===== config.mk =====
export PLATFORM = sky130hd
export DESIGN_NAME = gemm_systolic_ctrl
export DESIGN_NICKNAME = d
export VERILOG_FILES = /design/src/rtl/gemm_systolic_ctrl.sv
export SDC_FILE = /design/constraint.sdc
export NUM_CORES = 1
export LEC_CHECK = 0
export ABC_AREA = 1
export CAP_MARGIN = 20
export CORE_AREA = 2 2 185 187
export DETAILED_ROUTE_END_ITERATION = 10
export DIE_AREA = 0 0 187 189
export GPL_TIMING_DRIVEN = 0
export SYNTH_ARGS = -nofsm -noshare
export SYNTH_HDL_FRONTEND = slang
export SYNTH_SLANG_ARGS = --single-unit
export TNS_END_PERCENT = 1

===== constraint.sdc =====
create_clock -name clk_i -period 3.4 [get_ports clk_i]
set_input_delay 0.68 -clock clk_i [delete_from_list [all_inputs] [get_ports clk_i]]
set_output_delay 0.68 -clock clk_i [all_outputs]
set_load 0.01 [all_outputs]

===== src/rtl/gemm_systolic_ctrl.sv =====
// gemm_systolic_ctrl
//   Job sequencer for an NumInputs x NumInputs GEMM systolic array.
//   On start it streams A (row-banked) and B (column-banked) out of SRAM
//   with the diagonal skew the array expects, drives the array's valid,
//   clear and accumulate-mux controls, then shifts the C tile eastward
//   out of the array into the C SRAM and pulses done.
//
// Ports
//   clk_i, rst_ni          clock, asynchronous active-low reset
//   start_i, k_len_i       job request and inner dimension K (sampled in IDLE)
//   busy_o, done_o         job in progress / one-cycle completion pulse
//   sram_{a,b}_req_o       per-lane SRAM read enables
//   sram_{a,b}_addr_o      per-lane SRAM read addresses
//   sram_{a,b}_rdata_i     per-lane SRAM read data (1-cycle latency)
//   arr_a_o, arr_b_o       skewed operands into the array west/north edges
//   arr_valid_o            array valid_data
//   arr_clear_o            one-cycle accumulator clear
//   acc_mux_sel_o          00 = accumulate, 10 = shift east
//   arr_c_i                array east-edge accumulator outputs
//   sram_c_we_o            C SRAM write enable
//   sram_c_addr_o          C SRAM column address
//   sram_c_wdata_o         C SRAM write data, lane r = row r
module gemm_systolic_ctrl #(
    parameter int unsigned NumInputs    = 4,
    parameter int unsigned InDataWidth  = 8,
    parameter int unsigned OutDataWidth = 32,
    parameter int unsigned AddrWidth    = 8
) (
    input  logic                                      clk_i,
    input  logic                                      rst_ni,
    input  logic                                      start_i,
    input  logic [AddrWidth-1:0]                      k_len_i,
    output logic                                      busy_o,
    output logic                                      done_o,
    output logic [NumInputs-1:0]                      sram_a_req_o,
    output logic [NumInputs-1:0]                      sram_b_req_o,
    output logic [NumInputs-1:0][AddrWidth-1:0]       sram_a_addr_o,
    output logic [NumInputs-1:0][AddrWidth-1:0]       sram_b_addr_o,
    input  logic [NumInputs-1:0][InDataWidth-1:0]     sram_a_rdata_i,
    input  logic [NumInputs-1:0][InDataWidth-1:0]     sram_b_rdata_i,
    output logic [NumInputs-1:0][InDataWidth-1:0]     arr_a_o,
    output logic [NumInputs-1:0][InDataWidth-1:0]     arr_b_o,
    output logic                                      arr_valid_o,
    output logic                                      arr_clear_o,
    output logic [1:0]                                acc_mux_sel_o,
    input  logic [NumInputs-1:0][OutDataWidth-1:0]    arr_c_i,
    output logic                                      sram_c_we_o,
    output logic [AddrWidth-1:0]                      sram_c_addr_o,
    output logic [NumInputs-1:0][OutDataWidth-1:0]    sram_c_wdata_o
);

    // Step counter must reach K+N-2 for K up to 2^AddrWidth-1.
    localparam int unsigned CntW = AddrWidth + $clog2(NumInputs) + 1;

    typedef enum logic [2:0] {
        IDLE,
        FEED,
        SETTLE,
        DRAIN,
        DONE
    } state_e;

    state_e                                 state_q, state_d;
    logic [CntW-1:0]                        cnt_q, cnt_d;
    logic [AddrWidth-1:0]                   k_q;
    logic [NumInputs-1:0]                   req_q;
    logic                                   valid_q;
    logic                                   clear_q;
    logic [NumInputs-1:0][OutDataWidth-1:0] c_q;

    logic [CntW-1:0]                        k_ext;
    logic [CntW-1:0]                        feed_last;
    logic                                   start_job;
    logic [NumInputs-1:0]                   req;
    logic [NumInputs-1:0][AddrWidth-1:0]    addr;

    assign k_ext     = CntW'(k_q);
    assign feed_last = k_ext + CntW'(NumInputs) - CntW'(2);
    assign start_job = (state_q == IDLE) && start_i && (k_len_i != '0);

    // ---------------- state register ----------------
    always_ff @(posedge clk_i or negedge rst_ni) begin
        if (!rst_ni) begin
            state_q <= IDLE;
            cnt_q   <= '0;
            k_q     <= '0;
        end else begin
            state_q <= state_d;
            cnt_q   <= cnt_d;
            if ((state_q == IDLE) && start_i) begin
                k_q <= k_len_i;
            end
        end
    end

    // ---------------- next state ----------------
    always_comb begin
        state_d = state_q;
        cnt_d   = cnt_q + CntW'(1);
        unique case (state_q)
            IDLE: begin
                cnt_d = '0;
                if (start_i) begin
                    state_d = (k_len_i == '0) ? DONE : FEED;
                end
            end
            FEED: begin
                if (cnt_q == feed_last) begin
                    state_d = SETTLE;
                    cnt_d   = '0;
                end
            end
            SETTLE: begin
                if (cnt_q == CntW'(NumInputs - 1)) begin
                    state_d = DRAIN;
                    cnt_d   = '0;
                end
            end
            DRAIN: begin
                if (cnt_q == CntW'(NumInputs)) begin
                    state_d = DONE;
                    cnt_d   = '0;
                end
            end
            DONE: begin
                state_d = IDLE;
                cnt_d   = '0;
            end
            default: begin
                state_d = IDLE;
                cnt_d   = '0;
            end
        endcase
    end

    // ---------------- skewed SRAM requests ----------------
    // Lane r lags lane 0 by r steps: it reads k = t-r while r <= t < r+K.
    always_comb begin
        req  = '0;
        addr = '0;
        for (int unsigned r = 0; r < NumInputs; r++) begin
            if ((state_q == FEED) && (cnt_q >= CntW'(r)) && (cnt_q < CntW'(r) + k_ext)) begin
                req[r]  = 1'b1;
                addr[r] = AddrWidth'(cnt_q - CntW'(r));
            end
        end
    end

    assign sram_a_req_o  = req;
    assign sram_b_req_o  = req;
    assign sram_a_addr_o = addr;
    assign sram_b_addr_o = addr;

    // ---------------- operand path / array controls ----------------
    always_ff @(posedge clk_i or negedge rst_ni) begin
        if (!rst_ni) begin
            req_q   <= '0;
            valid_q <= 1'b0;
            clear_q <= 1'b0;
            c_q     <= '0;
        end else begin
            req_q   <= req;
            valid_q <= (state_q == FEED);
            clear_q <= start_job;
            if (state_q == DRAIN) begin
                c_q <= arr_c_i;
            end
        end
    end

    // Read data arrives one cycle after req; lanes without a read in the
    // previous cycle feed zeros so idle diagonals add nothing.
    always_comb begin
        arr_a_o = '0;
        arr_b_o = '0;
        for (int unsigned r = 0; r < NumInputs; r++) begin
            if (req_q[r]) begin
                arr_a_o[r] = sram_a_rdata_i[r];
                arr_b_o[r] = sram_b_rdata_i[r];
            end
        end
    end

    assign arr_valid_o   = valid_q;
    assign arr_clear_o   = clear_q;
    assign acc_mux_sel_o = (state_q == DRAIN) ? 2'b10 : 2'b00;

    // ---------------- C drain ----------------
    // Column N-d leaves the east edge at drain step d-1 and is written at d.
    assign sram_c_we_o    = (state_q == DRAIN) && (cnt_q != '0);
    assign sram_c_addr_o  = sram_c_we_o ? AddrWidth'(CntW'(NumInputs) - cnt_q) : '0;
    assign sram_c_wdata_o = sram_c_we_o ? c_q : '0;

    assign busy_o = (state_q != IDLE);
    assign done_o = (state_q == DONE);

endmodule


; ---- Word-level counts from Yosys, hierarchy flattened
; Index checks and enable logic that the tools add are counted.
[totals]
out_inout_bits = 279
inputBits = 203
reg_bits = 156
[op_classes]
addsub = 10
n_eq_ne = 11
n_lt_le_gt_ge = 8
n_reduce_logical = 17
muxes = 29
[ops]
columns = cell, count
row1 = 2-to-1 mux 128 bit, 1
row2 = 2-to-1 mux 8 bit, 13
row3 = less-than comparator 11 x 9 -> 1 bit, 3
row4 = 2-to-1 mux 11 bit, 3
row5 = case mux 11 bit (3 select lines), 1
row6 = >= comparator 11 x 1 -> 1 bit (second input constant), 2
row7 = >= comparator 11 x 2 -> 1 bit (second input constant), 2
row8 = adder 2 x 8 -> 9 bit (first input constant), 2
row9 = subtractor 8 x 2 -> 8 bit (second input constant), 2
row10 = 2-to-1 mux 3 bit, 5
row11 = case mux 3 bit (4 select lines), 1
row12 = adder 11 x 1 -> 11 bit (second input constant), 1
row13 = equality test 11 bit, 1
row14 = equality test 11 x 2 -> 1 bit (second input constant), 1
row15 = equality test 11 x 3 -> 1 bit (second input constant), 1
row16 = logical AND 1 bit, 11
row17 = less-than comparator 11 x 8 -> 1 bit, 1
row18 = nonzero test 11 bit, 1
row19 = subtractor 9 x 2 -> 10 bit (second input constant), 1
row20 = adder 1 x 8 -> 9 bit (first input constant), 1
row21 = adder 8 x 3 -> 9 bit (second input constant), 1
row22 = zero test 8 bit, 1
row23 = != test 2 bit (second input constant), 4
row24 = nonzero test 8 bit, 1
row25 = 10 further kinds, 14

; ---- Logic depth before layout (Yosys ltp)
[logic_depth]
word_depth = 5
mapped_depth = 16
depth_no_buf = 15

; ---- Worst setup path before layout
; OpenSTA, ideal clock, no wires.
[synth_timing]
path_kind = reg-to-output
from = register k_q[0]
to = output sram_b_req_o[3]
stages_incl_launch_ff = 14
required_time_ps = 2720
path_buffers = 1
setup_slack_ps = 302
arrival_ps = 2418
path_cell_list = dfrtp_1 -> clkinv_1 -> ha_1 -> nor2_1 -> nand2_1 -> xor2_1 -> ha_1 -> nand2_1 -> or2_2 -> nand3_1 -> nand2_1 -> nand3_1 -> inv_1 -> buf_4
[synth_between]
elab_chain_cells = 4
[synth_lines]
columns = item, line_no
row1 = from (decl), 65  ; logic [AddrWidth-1:0] k_q;
row2 = from (signal assigned), 91  ; k_q <= k_len_i;
row3 = adder 2 x 8 -> 9 bit, 142  ; if ((state_q == FEED) && (cnt_q >= CntW'(r)) && (cnt_q < CntW'(r) + k_ext)) begin
row4 = less-than comparator 11 x 9 -> 1 bit, 142
row5 = logical AND 1 bit, 142
row6 = 2-to-1 mux 1 bit, 142
row7 = to (decl), 36  ; output logic [NumInputs-1:0] sram_b_req_o,
; No other way between the ends.

==> impl_metrics.tcl <==
set metrics [dict create \
    dieHeight_um 189 \
    antenna_found_initial 0 \
    worstReg2RegStart "k_q[1]" \
    cts_hold_repair.buffers 0 \
    routed_wire_length_per_instance_um 16.2 \
    slowest_stage "sky130_fd_sc_hd__dfrtp_2" \
    ioPinCount 482 \
    placement.io_buffers 480 \
    drive_above_1_share_pct 17.3 \
    commonest_non_fill_non_tap_cell_in_the_layout "sky130_fd_sc_hd__clkdlybuf4s50_1" \
    synth_cells 1303 \
    grt_pass1_vias 9941 \
    slew_viol_final 0 \
    static-leakage-power_nw 8.78 \
    clock_tree.htree_level_count 4 \
    cts_tree "yes" \
    pin_count_of_the_biggest_net_entering_global_routing 88 \
    dieArea_mm2 0.0353 \
    route.vias.total 9963 \
    cp_slowest_stage_delay_ns 0.46 \
    final_hold_viol_count 0 \
    required_ns 2.72 \
    drc 0 \
    detailed_place.area_mm2 0.0147 \
    portion_of_the_post_synthesis_area_used_by_sequential_elements_pct 42.0 \
    cp-startpoint "k_q[1]" \
    yosysTopAreaCellShare_pct 42.0 \
    fin_nets 2091 \
    core.rowCount 67 \
    wire_length_of_the_first_global_routing_pass_um 57000 \
    max_slew.worst_pin.slew_ns 0.692 \
    rr_endpoint "cnt_q[10]" \
    final_area_mm2 0.0164 \
    final.hold.worst_slack_ns 0.248 \
    place_congestion 0.899 \
    vias_per_cell 4.33 \
    drt.antenna.violating_nets 0 \
    diodes 0 \
    synth.cell_area_mm2 0.00929 \
    synth_enable_flop_cells 0 \
    timing.critical_path.fanout_max 4 \
    postLayoutCoreUtil_pct 49.2 \
    finalWorstSetupSlack_ns -0.157 \
    synth_area_leader_cell "sky130_fd_sc_hd__dfrtp_1" \
    cap_viol_max_count 0 \
    arrival_ns 2.88 \
    worst-setup-path-type "flip-flop to output port" \
    area_growth_pct 76.3 \
    finalPower_mw 13.5 \
    dieWidth_um 187 \
    core-area_mm2 0.0333 \
    dp_worst_setup_slack_ns -1.00 \
    start_util_pct 27.9 \
    critPathLaunchType "flip-flop" \
    final-setup-viol-count 44 \
    clock_latency_ns 0.43 \
    post-route-period-util_pct 105 \
    yosysUniqueCellTypes 29 \
    inserted_clock_buffers 17 \
    drt-total-wl_um 37300 \
    grt_overflow 0 \
    final.setup_skew_ns 0.0138 \
    holdCritPathClass "input pin to async pin" \
    worstRegToRegCells 14 \
    worst_setup_hold_path_clk_slew_ns 0.08 \
    cpLargestDelayFamily "simple AND/OR/NAND/NOR gates" \
    async_flop_share_pct 100 \
    path_cells "inv_4 > ha_4 > nor2_4 > nand2_2 > xor2_1 > ha_1 > nand2_2 > nor2_1 > nand2_1 > nand3_4 > nand2_4 > nand3_4 > buf_12 > nor2_4 > buf_6 > buf_6" \
    first_pass_iters 5 \
    yosys_warnings 0 \
    violated_checks "setup timing" \
    synthTopCellsByArea "sky130_fd_sc_hd__dfrtp_1, sky130_fd_sc_hd__nand2_1, sky130_fd_sc_hd__inv_1" \
    cellPowerDensity_mw_per_mm2 822 \
    period_needed_ns 3.56 \
    setup.reg_to_reg.worst_slack_ns 0.86 \
    end_kind "output port" \
    root_buffer "sky130_fd_sc_hd__clkbuf_16" \
    cts_sinks 156 \
    postSynthRegisterBits 156 \
    finalSetupTns_ns -3.54 \
    syn_nets 1552 \
    global_route.usage.total_pct 20.5 \
    dp_cells 2232 \
    instances_no_fill 2303 \
    ir_drop_uv 315 \
    clock_tree.buffer_depth 2 \
    worst-path-buf-inv 4 \
    rel_slew_slack_pct 53.9 \
    layout_common_cells "sky130_fd_sc_hd__clkdlybuf4s50_1, sky130_fd_sc_hd__nand2_1, sky130_fd_sc_hd__inv_1" \
    fmax_mhz 281 \
    place_hpwl_um 28400 \
    detailedRoute.firstIterationViolations 437 \
    rsz0062_at_grt "true" \
    synth_top_flop_cell "sky130_fd_sc_hd__dfrtp_1" \
    post_synth.cell_area_avg_um2 7.13 \
    run_status "finished, violations left" \
]
## worst max path at each step
stage,depth (start not counted),end
4_1_cts,14,sram_b_addr_o[9]
3_3_place_gp,1,k_q[2]
3_5_place_dp,15,sram_b_addr_o[28]
6_report,16,sram_b_addr_o[30]
2_1_floorplan,13,sram_b_req_o[3]
5_1_grt,14,sram_b_addr_o[12]
## sequential cells by signal, summed over array words and instances (netlist names)
register / flops
c_q: 128
cnt_q: 11
k_q: 8
req_q: 4
state_q: 3
arr_clear_o: 1
arr_valid_o: 1
## area by class of cell
| cell class | count | area, µm² |
|---|---|---|
| Buffer | 95 | 669 |
| Clock buffer | 17 | 425 |
| Clock inverter | 15 | 179 |
| Fill cell | 3309 | 16900 |
| Inverter | 244 | 937 |
| Multi-Input combinational cell | 811 | 4550 |
| Sequential cell | 156 | 3920 |
| Tap cell | 448 | 561 |
| Timing Repair Buffer | 517 | 5140 |
## where the power goes
group | switching, mW | internal [mW]
registers | 0.309 | 2.72
clock network | 0.956 | 0.994
logic | 4.87 | 3.61
## synth_stat cells, types with 2 or more instances
cell,instances
sky130_fd_sc_hd__buf_2,30
sky130_fd_sc_hd__o21ai_0,134
sky130_fd_sc_hd__ha_1,46
sky130_fd_sc_hd__a31oi_1,3
sky130_fd_sc_hd__clkinv_1,4
sky130_fd_sc_hd__nor3_1,8
sky130_fd_sc_hd__a21oi_1,34
sky130_fd_sc_hd__xor2_1,31
sky130_fd_sc_hd__o21a_1,2
sky130_fd_sc_hd__nor2_2,3
sky130_fd_sc_hd__inv_1,235
sky130_fd_sc_hd__inv_2,5
sky130_fd_sc_hd__buf_4,41
sky130_fd_sc_hd__clkbuf_1,24
sky130_fd_sc_hd__dfrtp_1,156
sky130_fd_sc_hd__nand3_1,19
sky130_fd_sc_hd__xnor2_1,3
sky130_fd_sc_hd__nand2_1,284
sky130_fd_sc_hd__nand4_1,3
sky130_fd_sc_hd__o21ai_1,2
sky130_fd_sc_hd__nor2_1,228
## what timing repair did
action,in CTS,in global routing
gates cloned,4,0
pin swaps,41,38
resized for setup,385,120
setup buffers,32,4
setup endpoints to repair,209,170
## cells by family (layout without fill, tap and decap cells)
family	after synthesis	after routing	synth area share, %
DFF	156	156	42.0
AOI/OAI and AO/OA	177	177	9.78
xor gates and xnor gates	34	34	3.21
buffers and inverters	340	888	15.9
adders and majority gates	46	46	6.20
and+or+nand+nor	549	553	22.9
other	1	1	0.0404
## per-layer routing
metal	vias up	GRT usage [%]	routed length [µm]
li1	4945	-	-
met1	4680	26.8	16900
met2	298	34.5	17800
met3	40	4.10	1890
met4	0	5.77	666
met5	-	0	0
No activity file was read; power rests on OpenSTA's default activity.
